$ cat config.mk
export PLATFORM = sky130hd
export DESIGN_NAME = mips_multicycle_ctrl
export DESIGN_NICKNAME = d
export VERILOG_FILES = /design/src/rtl/mips_multicycle_ctrl.sv
export SDC_FILE = /design/constraint.sdc
export NUM_CORES = 1
export LEC_CHECK = 0
export ABC_AREA = 1
export BUFFER_PORTS_ARGS = -buffer_cell sky130_fd_sc_hd__buf_4
export CORE_ASPECT_RATIO = 0.6
export CORE_MARGIN = 5
export CORE_UTILIZATION = 35
export CTS_BUF_LIST = sky130_fd_sc_hd__clkbuf_2 sky130_fd_sc_hd__clkbuf_4 sky130_fd_sc_hd__clkbuf_8
export DETAILED_ROUTE_END_ITERATION = 12
export GPL_ROUTABILITY_DRIVEN = 0
export PLACE_DENSITY = 0.58
export SYNTH_ARGS = -nofsm -noshare
export SYNTH_HDL_FRONTEND = slang
export SYNTH_SLANG_ARGS = --single-unit
$ cat constraint.sdc
create_clock -name clk -period 2.8 [get_ports clk]
set_input_delay 0 -clock clk [delete_from_list [all_inputs] [get_ports clk]]
set_output_delay 0 -clock clk [all_outputs]
set_load 0.02 [all_outputs]
$ cat src/rtl/mips_multicycle_ctrl.sv
// Multicycle MIPS control FSM: Moore-style sequencing of a shared-memory datapath,
// with bounded memory waits, illegal-opcode trapping and debug counters.
module mips_multicycle_ctrl #(
    parameter int MAX_WAIT = 16,
    parameter int CNT_W    = 32
) (
    input  logic             clk,
    input  logic             reset,
    input  logic [5:0]       opcode,
    input  logic [5:0]       funct,
    input  logic             mem_ready,
    output logic             pc_write,
    output logic             pc_write_cond,
    output logic             iord,
    output logic             mem_read,
    output logic             mem_write,
    output logic             ir_write,
    output logic             reg_write,
    output logic [1:0]       regdst,
    output logic [1:0]       memtoreg,
    output logic             alusrca,
    output logic [1:0]       alusrcb,
    output logic [1:0]       aluop,
    output logic [1:0]       pcsource,
    output logic [3:0]       state,
    output logic [CNT_W-1:0] instr_count,
    output logic             illegal,
    output logic             mem_timeout
);

    typedef enum logic [3:0] {
        S_RST, S_FETCH, S_DECODE, S_MEMADR, S_MEMRD, S_MEMWB, S_MEMWR, S_REXEC,
        S_RWB, S_BEQ, S_ADDIEX, S_ADDIWB, S_JUMP, S_JAL, S_JR, S_TRAP
    } state_t;

    localparam logic [5:0] OP_RTYPE = 6'b000000;
    localparam logic [5:0] OP_LW    = 6'b100011;
    localparam logic [5:0] OP_SW    = 6'b101011;
    localparam logic [5:0] OP_BEQ   = 6'b000100;
    localparam logic [5:0] OP_ADDI  = 6'b001000;
    localparam logic [5:0] OP_J     = 6'b000010;
    localparam logic [5:0] OP_JAL   = 6'b000011;
    localparam logic [5:0] FN_JR    = 6'b001000;
    // Last wait count still tolerated; one more idle cycle means timeout.
    localparam logic [7:0] WAIT_LAST = 8'(MAX_WAIT - 1);

    state_t     state_q, state_d;
    logic [7:0] wait_q;
    logic       in_mem_state;
    logic       timeout_hit;

    assign in_mem_state = (state_q == S_FETCH) || (state_q == S_MEMRD) || (state_q == S_MEMWR);
    assign timeout_hit  = in_mem_state && !mem_ready && (wait_q == WAIT_LAST);

    // NOTE: every combinational output gets a default first so no path infers a latch.
    always_comb begin
        state_d = state_q;
        case (state_q)
            S_RST:    state_d = S_FETCH;
            S_FETCH:  if (mem_ready) state_d = S_DECODE;
                      else if (timeout_hit) state_d = S_TRAP;
            S_DECODE: begin
                case (opcode)
                    OP_LW, OP_SW: state_d = S_MEMADR;
                    OP_RTYPE:     state_d = (funct == FN_JR) ? S_JR : S_REXEC;
                    OP_BEQ:       state_d = S_BEQ;
                    OP_ADDI:      state_d = S_ADDIEX;
                    OP_J:         state_d = S_JUMP;
                    OP_JAL:       state_d = S_JAL;
                    default:      state_d = S_TRAP;
                endcase
            end
            S_MEMADR: state_d = (opcode == OP_LW) ? S_MEMRD : S_MEMWR;
            S_MEMRD:  if (mem_ready) state_d = S_MEMWB;
                      else if (timeout_hit) state_d = S_TRAP;
            S_MEMWR:  if (mem_ready) state_d = S_FETCH;
                      else if (timeout_hit) state_d = S_TRAP;
            S_REXEC:  state_d = S_RWB;
            S_ADDIEX: state_d = S_ADDIWB;
            S_MEMWB, S_RWB, S_BEQ, S_ADDIWB, S_JUMP, S_JAL, S_JR: state_d = S_FETCH;
            S_TRAP:   state_d = S_TRAP;
            default:  state_d = S_TRAP;
        endcase
    end

    always_comb begin
        pc_write      = 1'b0;
        pc_write_cond = 1'b0;
        iord          = 1'b0;
        mem_read      = 1'b0;
        mem_write     = 1'b0;
        ir_write      = 1'b0;
        reg_write     = 1'b0;
        regdst        = 2'b00;
        memtoreg      = 2'b00;
        alusrca       = 1'b0;
        alusrcb       = 2'b00;
        aluop         = 2'b00;
        pcsource      = 2'b00;
        case (state_q)
            S_FETCH: begin
                mem_read = 1'b1;
                alusrcb  = 2'b01;
                ir_write = mem_ready;
                pc_write = mem_ready;
            end
            S_DECODE: alusrcb = 2'b11;
            S_MEMADR: begin
                alusrca = 1'b1;
                alusrcb = 2'b10;
            end
            S_MEMRD: begin
                iord     = 1'b1;
                mem_read = 1'b1;
            end
            S_MEMWB: begin
                reg_write = 1'b1;
                memtoreg  = 2'b01;
            end
            S_MEMWR: begin
                iord      = 1'b1;
                mem_write = 1'b1;
            end
            S_REXEC: begin
                alusrca = 1'b1;
                aluop   = 2'b10;
            end
            S_RWB: begin
                reg_write = 1'b1;
                regdst    = 2'b01;
            end
            S_BEQ: begin
                alusrca       = 1'b1;
                aluop         = 2'b01;
                pcsource      = 2'b01;
                pc_write_cond = 1'b1;
            end
            S_ADDIEX: begin
                alusrca = 1'b1;
                alusrcb = 2'b10;
            end
            S_ADDIWB: reg_write = 1'b1;
            S_JUMP: begin
                pc_write = 1'b1;
                pcsource = 2'b10;
            end
            S_JAL: begin
                // PC already holds PC+4, so r31 receives the link address.
                pc_write  = 1'b1;
                pcsource  = 2'b10;
                reg_write = 1'b1;
                regdst    = 2'b10;
                memtoreg  = 2'b10;
            end
            S_JR: begin
                pc_write = 1'b1;
                pcsource = 2'b11;
            end
            default: ;
        endcase
    end

    // NOTE: sequential state uses non-blocking assignments so all registers update together.
    always_ff @(posedge clk or negedge reset) begin
        if (!reset) begin
            state_q     <= S_RST;
            wait_q      <= '0;
            instr_count <= '0;
            illegal     <= 1'b0;
            mem_timeout <= 1'b0;
        end else begin
            state_q <= state_d;
            // Memory states only self-loop while waiting, so a hold is exactly a wait cycle.
            if (in_mem_state && (state_d == state_q)) wait_q <= wait_q + 8'd1;
            else                                      wait_q <= '0;
            if ((state_d == S_FETCH) && (state_q != S_FETCH) && (state_q != S_RST))
                instr_count <= instr_count + 1'b1;
            if ((state_q == S_DECODE) && (state_d == S_TRAP)) illegal <= 1'b1;
            if (timeout_hit) mem_timeout <= 1'b1;
        end
    end

    assign state = state_q;

endmodule

==> impl_metrics.sql <==
INSERT INTO impl_metrics (metric_group, metric, value, unit) VALUES
('detailed_routing', 'drt_wl_total', '9.59', 'mm'),
('die', 'chipHeight', '84.9', 'µm'),
('detailed_routing', 'dr_total_vias', '3332', ''),
('power_and_ir_drop', 'netSwitchingPower', '0.00154', 'W'),
('detailed_routing', 'firstDrtPassIters', '5', ''),
('cells_and_area', 'filler_cell_count', '965', ''),
('timing', 'timing.fmax', '0.456', 'GHz'),
('worst_hold_path', 'min_delay_path_class', 'in2reg', ''),
('detailed_routing', 'drc', '0', ''),
('power_and_ir_drop', 'internal_power', '0.00151', 'W'),
('worst_setup_path', 'critical_path.reg2reg.endpoint', 'instr_count[0]', ''),
('cells_and_area', 'final_design_area_no_fill', '4020', 'µm²'),
('timing', 'setup_ws', '0.608', 'ns'),
('timing', 'hold_violations', '0', ''),
('synthesis', 'synth.top_cells.by_area', 'sky130_fd_sc_hd__dfrtp_1, sky130_fd_sc_hd__nand2_1, sky130_fd_sc_hd__nand3_1', ''),
('clocking', 'ctsLongestPathBuffers', '2', ''),
('power_and_ir_drop', 'power.share.sequential', '27.1', '%'),
('synthesis', 'synth_enable_flop_cells', '0', ''),
('cells_and_area', 'layout.cells.most_common_list', 'sky130_fd_sc_hd__nand2_1, sky130_fd_sc_hd__buf_4, sky130_fd_sc_hd__nand3_1, sky130_fd_sc_hd__inv_1, sky130_fd_sc_hd__nor2_1', ''),
('grt', 'groute.usage.overall', '17.2', '%'),
('cells_and_area', 'final-seq-area', '1150', 'µm²'),
('die', 'ports_placed_on_the_boundary', '71', ''),
('worst_setup_path', 'rrSetupSlack', '0.61', 'ns'),
('power_and_ir_drop', 'report.power.total', '0.00304', 'W'),
('cells_and_area', 'final_nets', '563', ''),
('detailed_routing', 'post_drt_via_cell_ratio', '4.92', ''),
('worst_setup_path', 'crit_type', 'reg2reg', ''),
('timing', 'fin_crit', '2.19', 'ns'),
('die', 'dieWidth', '135', 'µm'),
('synthesis', 'postSynthAreaPerCell', '6.85', 'µm²'),
('clocking', 'clk-insertion-delay-late', '0.32', 'ns'),
('synthesis', 'synth_fp_nets', '494', ''),
('worst_setup_path', 'timing.critical_path.to_type', 'register', ''),
('grt', 'number_of_antenna_violations_at_the_first_check_in_global_routing', '0', ''),
('placed_design', 'place.detailed.instances', '668', ''),
('cells_and_area', 'area_growth_syn_to_layout', '23.0', '%'),
('timing', 'portion_of_the_clock_cycle_consumed_by_the_worst_path_in_the_final_layout', '78.3', '%'),
('worst_hold_path', 'whs_path_depth', '4', ''),
('worst_setup_path', 'critical_path_arrival', '2.40', 'ns'),
('timing', 'measured_slew_at_the_worst_slew_check_pin', '0.739', 'ns'),
('clocking', 'cts_htree_levels', '2', ''),
('placed_design', 'post-dp-hpwl', '7.42', 'mm'),
('timing', 'unrepaired_setup_endpoints_after_global_routing', 'no', ''),
('cells_and_area', 'instances_no_fill', '677', ''),
('grt', 'grt_start_max_net_pins', '47', ''),
('detailed_routing', 'drt_iter0_drc', '355', ''),
('grt', 'grt_pass1_wl', '16.0', 'mm'),
('worst_setup_path', 'cp-start-kind', 'register', ''),
('synthesis', 'synth_top_flop_cell', 'sky130_fd_sc_hd__dfrtp_1', ''),
('worst_setup_path', 'cp.required', '3.00', 'ns'),
('clocking', 'post_cts.repair.setup_buffers', '0', ''),
('timing', 'timing.clock.skew', '0.0149', 'ns'),
('synthesis', 'synth.yosys.warnings', '0', ''),
('worst_hold_path', 'timing.hold.worst_endpoint', 'state[1]', ''),
('worst_hold_path', 'holdCritStartpoint', 'mem_ready', ''),
('outcome', 'outcome', 'complete, no violations', ''),
('die', 'core_area', '9160', 'µm²'),
('power_and_ir_drop', 'power.share.combinational', '55.8', '%'),
('cells_and_area', 'antennaDiodeCount', '0', ''),
('detailed_routing', 'drt.antenna.violating_nets', '0', ''),
('synthesis', 'yosys.area.top_type', 'sky130_fd_sc_hd__dfrtp_1', ''),
('synthesis', 'ys_seq_area_share', '35.2', '%'),
('worst_setup_path', 'top_fanout_value_on_the_critical_path', '28', ''),
('power_and_ir_drop', 'power_density', '757', 'nW/µm²'),
('synthesis', 'synthesis.instances', '477', ''),
('clocking', 'clk_transition_reported_paths', '0.09', 'ns'),
('die', 'floorplan.initialDensity', '35.7', '%'),
('worst_setup_path', 'worst_r2r_startpoint', 'state[1]', ''),
('placed_design', 'buffer_ports.inserted', '70', ''),
('power_and_ir_drop', 'clock_share_of_power', '17.1', '%'),
('placed_design', 'dpl-instance-area', '3900', 'µm²');
==> logic make-up after synthesis <==
| group | after synthesis | synth area share [%] |
|---|---|---|
| fa+ha+maj | 2 | 0.766 |
| xor+xnor | 29 | 7.77 |
| simple gates | 323 | 45.4 |
| flops | 46 | 35.2 |
| compound gates | 11 | 2.18 |
| buf+inv | 66 | 8.69 |
==> worst max-delay path, cell delays in order (launching register included) <==
cell and delay [ns]:
sky130_fd_sc_hd__dfrtp_1 0.53, sky130_fd_sc_hd__inv_2 0.18, sky130_fd_sc_hd__nor2_1 0.07, sky130_fd_sc_hd__nand2_1 0.14
sky130_fd_sc_hd__inv_1 0.09, sky130_fd_sc_hd__nand3_1 0.10, sky130_fd_sc_hd__nand4_2 0.16, sky130_fd_sc_hd__a21oi_4 0.25
sky130_fd_sc_hd__nand3_4 0.32, sky130_fd_sc_hd__nand2_1 0.16, sky130_fd_sc_hd__nand2_1 0.06
==> worst max-delay path by stage <==
stage / end / from / slack (ns)
floorplan: instr_count[19] / state[1] / 0.84
finish: instr_count[0] / state[1] / 0.61
detailed placement: instr_count[5] / state[2] / 0.62
global placement: instr_count[0] / state[1] / 0.62
CTS: instr_count[7] / state[2] / 0.59
global route: instr_count[20] / state[1] / 0.37
==> layout make-up <==
| class | count | area share (%) |
|---|---|---|
| clock buffers | 6 | 1.90 |
| multi-input cells | 365 | 45.6 |
| clock inverters | 2 | 0.934 |
| repair buffers | 73 | 13.7 |
| flip-flops and latches | 46 | 28.6 |
| well taps | 130 | 4.05 |
| inverters | 55 | 5.20 |
==> layer usage <==
metal  wire (µm)  part of all wire, %  global-route usage (%)  vias up
met5           0                    0                       0        -
met4          53                 0.55                    2.59        0
met3         953                  9.9                    4.09        7
met2        3410                   36                    20.8      152
met1        5170                   54                    29.6     1502
li1            -                    -                       -     1671
==> per-stage QoR <==
stage	hold slack [ns]	utilization, %
2_1_floorplan	-0.296	-
3_3_place_gp	0.0472	42.6
3_5_place_dp	0.0525	42.6
4_1_cts	0.0499	43.9
5_1_grt	0.0846	43.9
6_report	0.0567	43.9
==> cell usage after synthesis (all sizes together), types with 2 or more instances <==
cell type and n:
a21oi 5, buf 7, clkbuf 4, dfrtp 46, ha 2, inv 55
nand2 150, nand3 67, nand3b 3, nand4 11, nor2 56, nor3 26
nor4 4, o21ai 4, or2 3, xnor2 9, xor2 20
==> timing repair <==
action                                 CTS  global route
hold buffers                             1             0
endpoints found under the hold margin   46             0
resized for setup                        0             0
==> registers in the layout (all words and copies together) (netlist names) <==
register and flops:
mem_timeout 1, state 4, instr_count 32, illegal 1, wait_q 8
==> power groups by stage <==
stage / clock, W / combinational (W) / sequential, W
finish: 0.000521 / 0.00170 / 0.000825
global route: 0.000555 / 0.00189 / 0.000838
CTS: 0.000534 / 0.00172 / 0.000822
detailed placement: 0 / 0.00171 / 0.000834
global placement: 0 / 0.00171 / 0.000834
floorplan: 0 / 0.00120 / 0.000875
(Power assumes the default switching activity.)
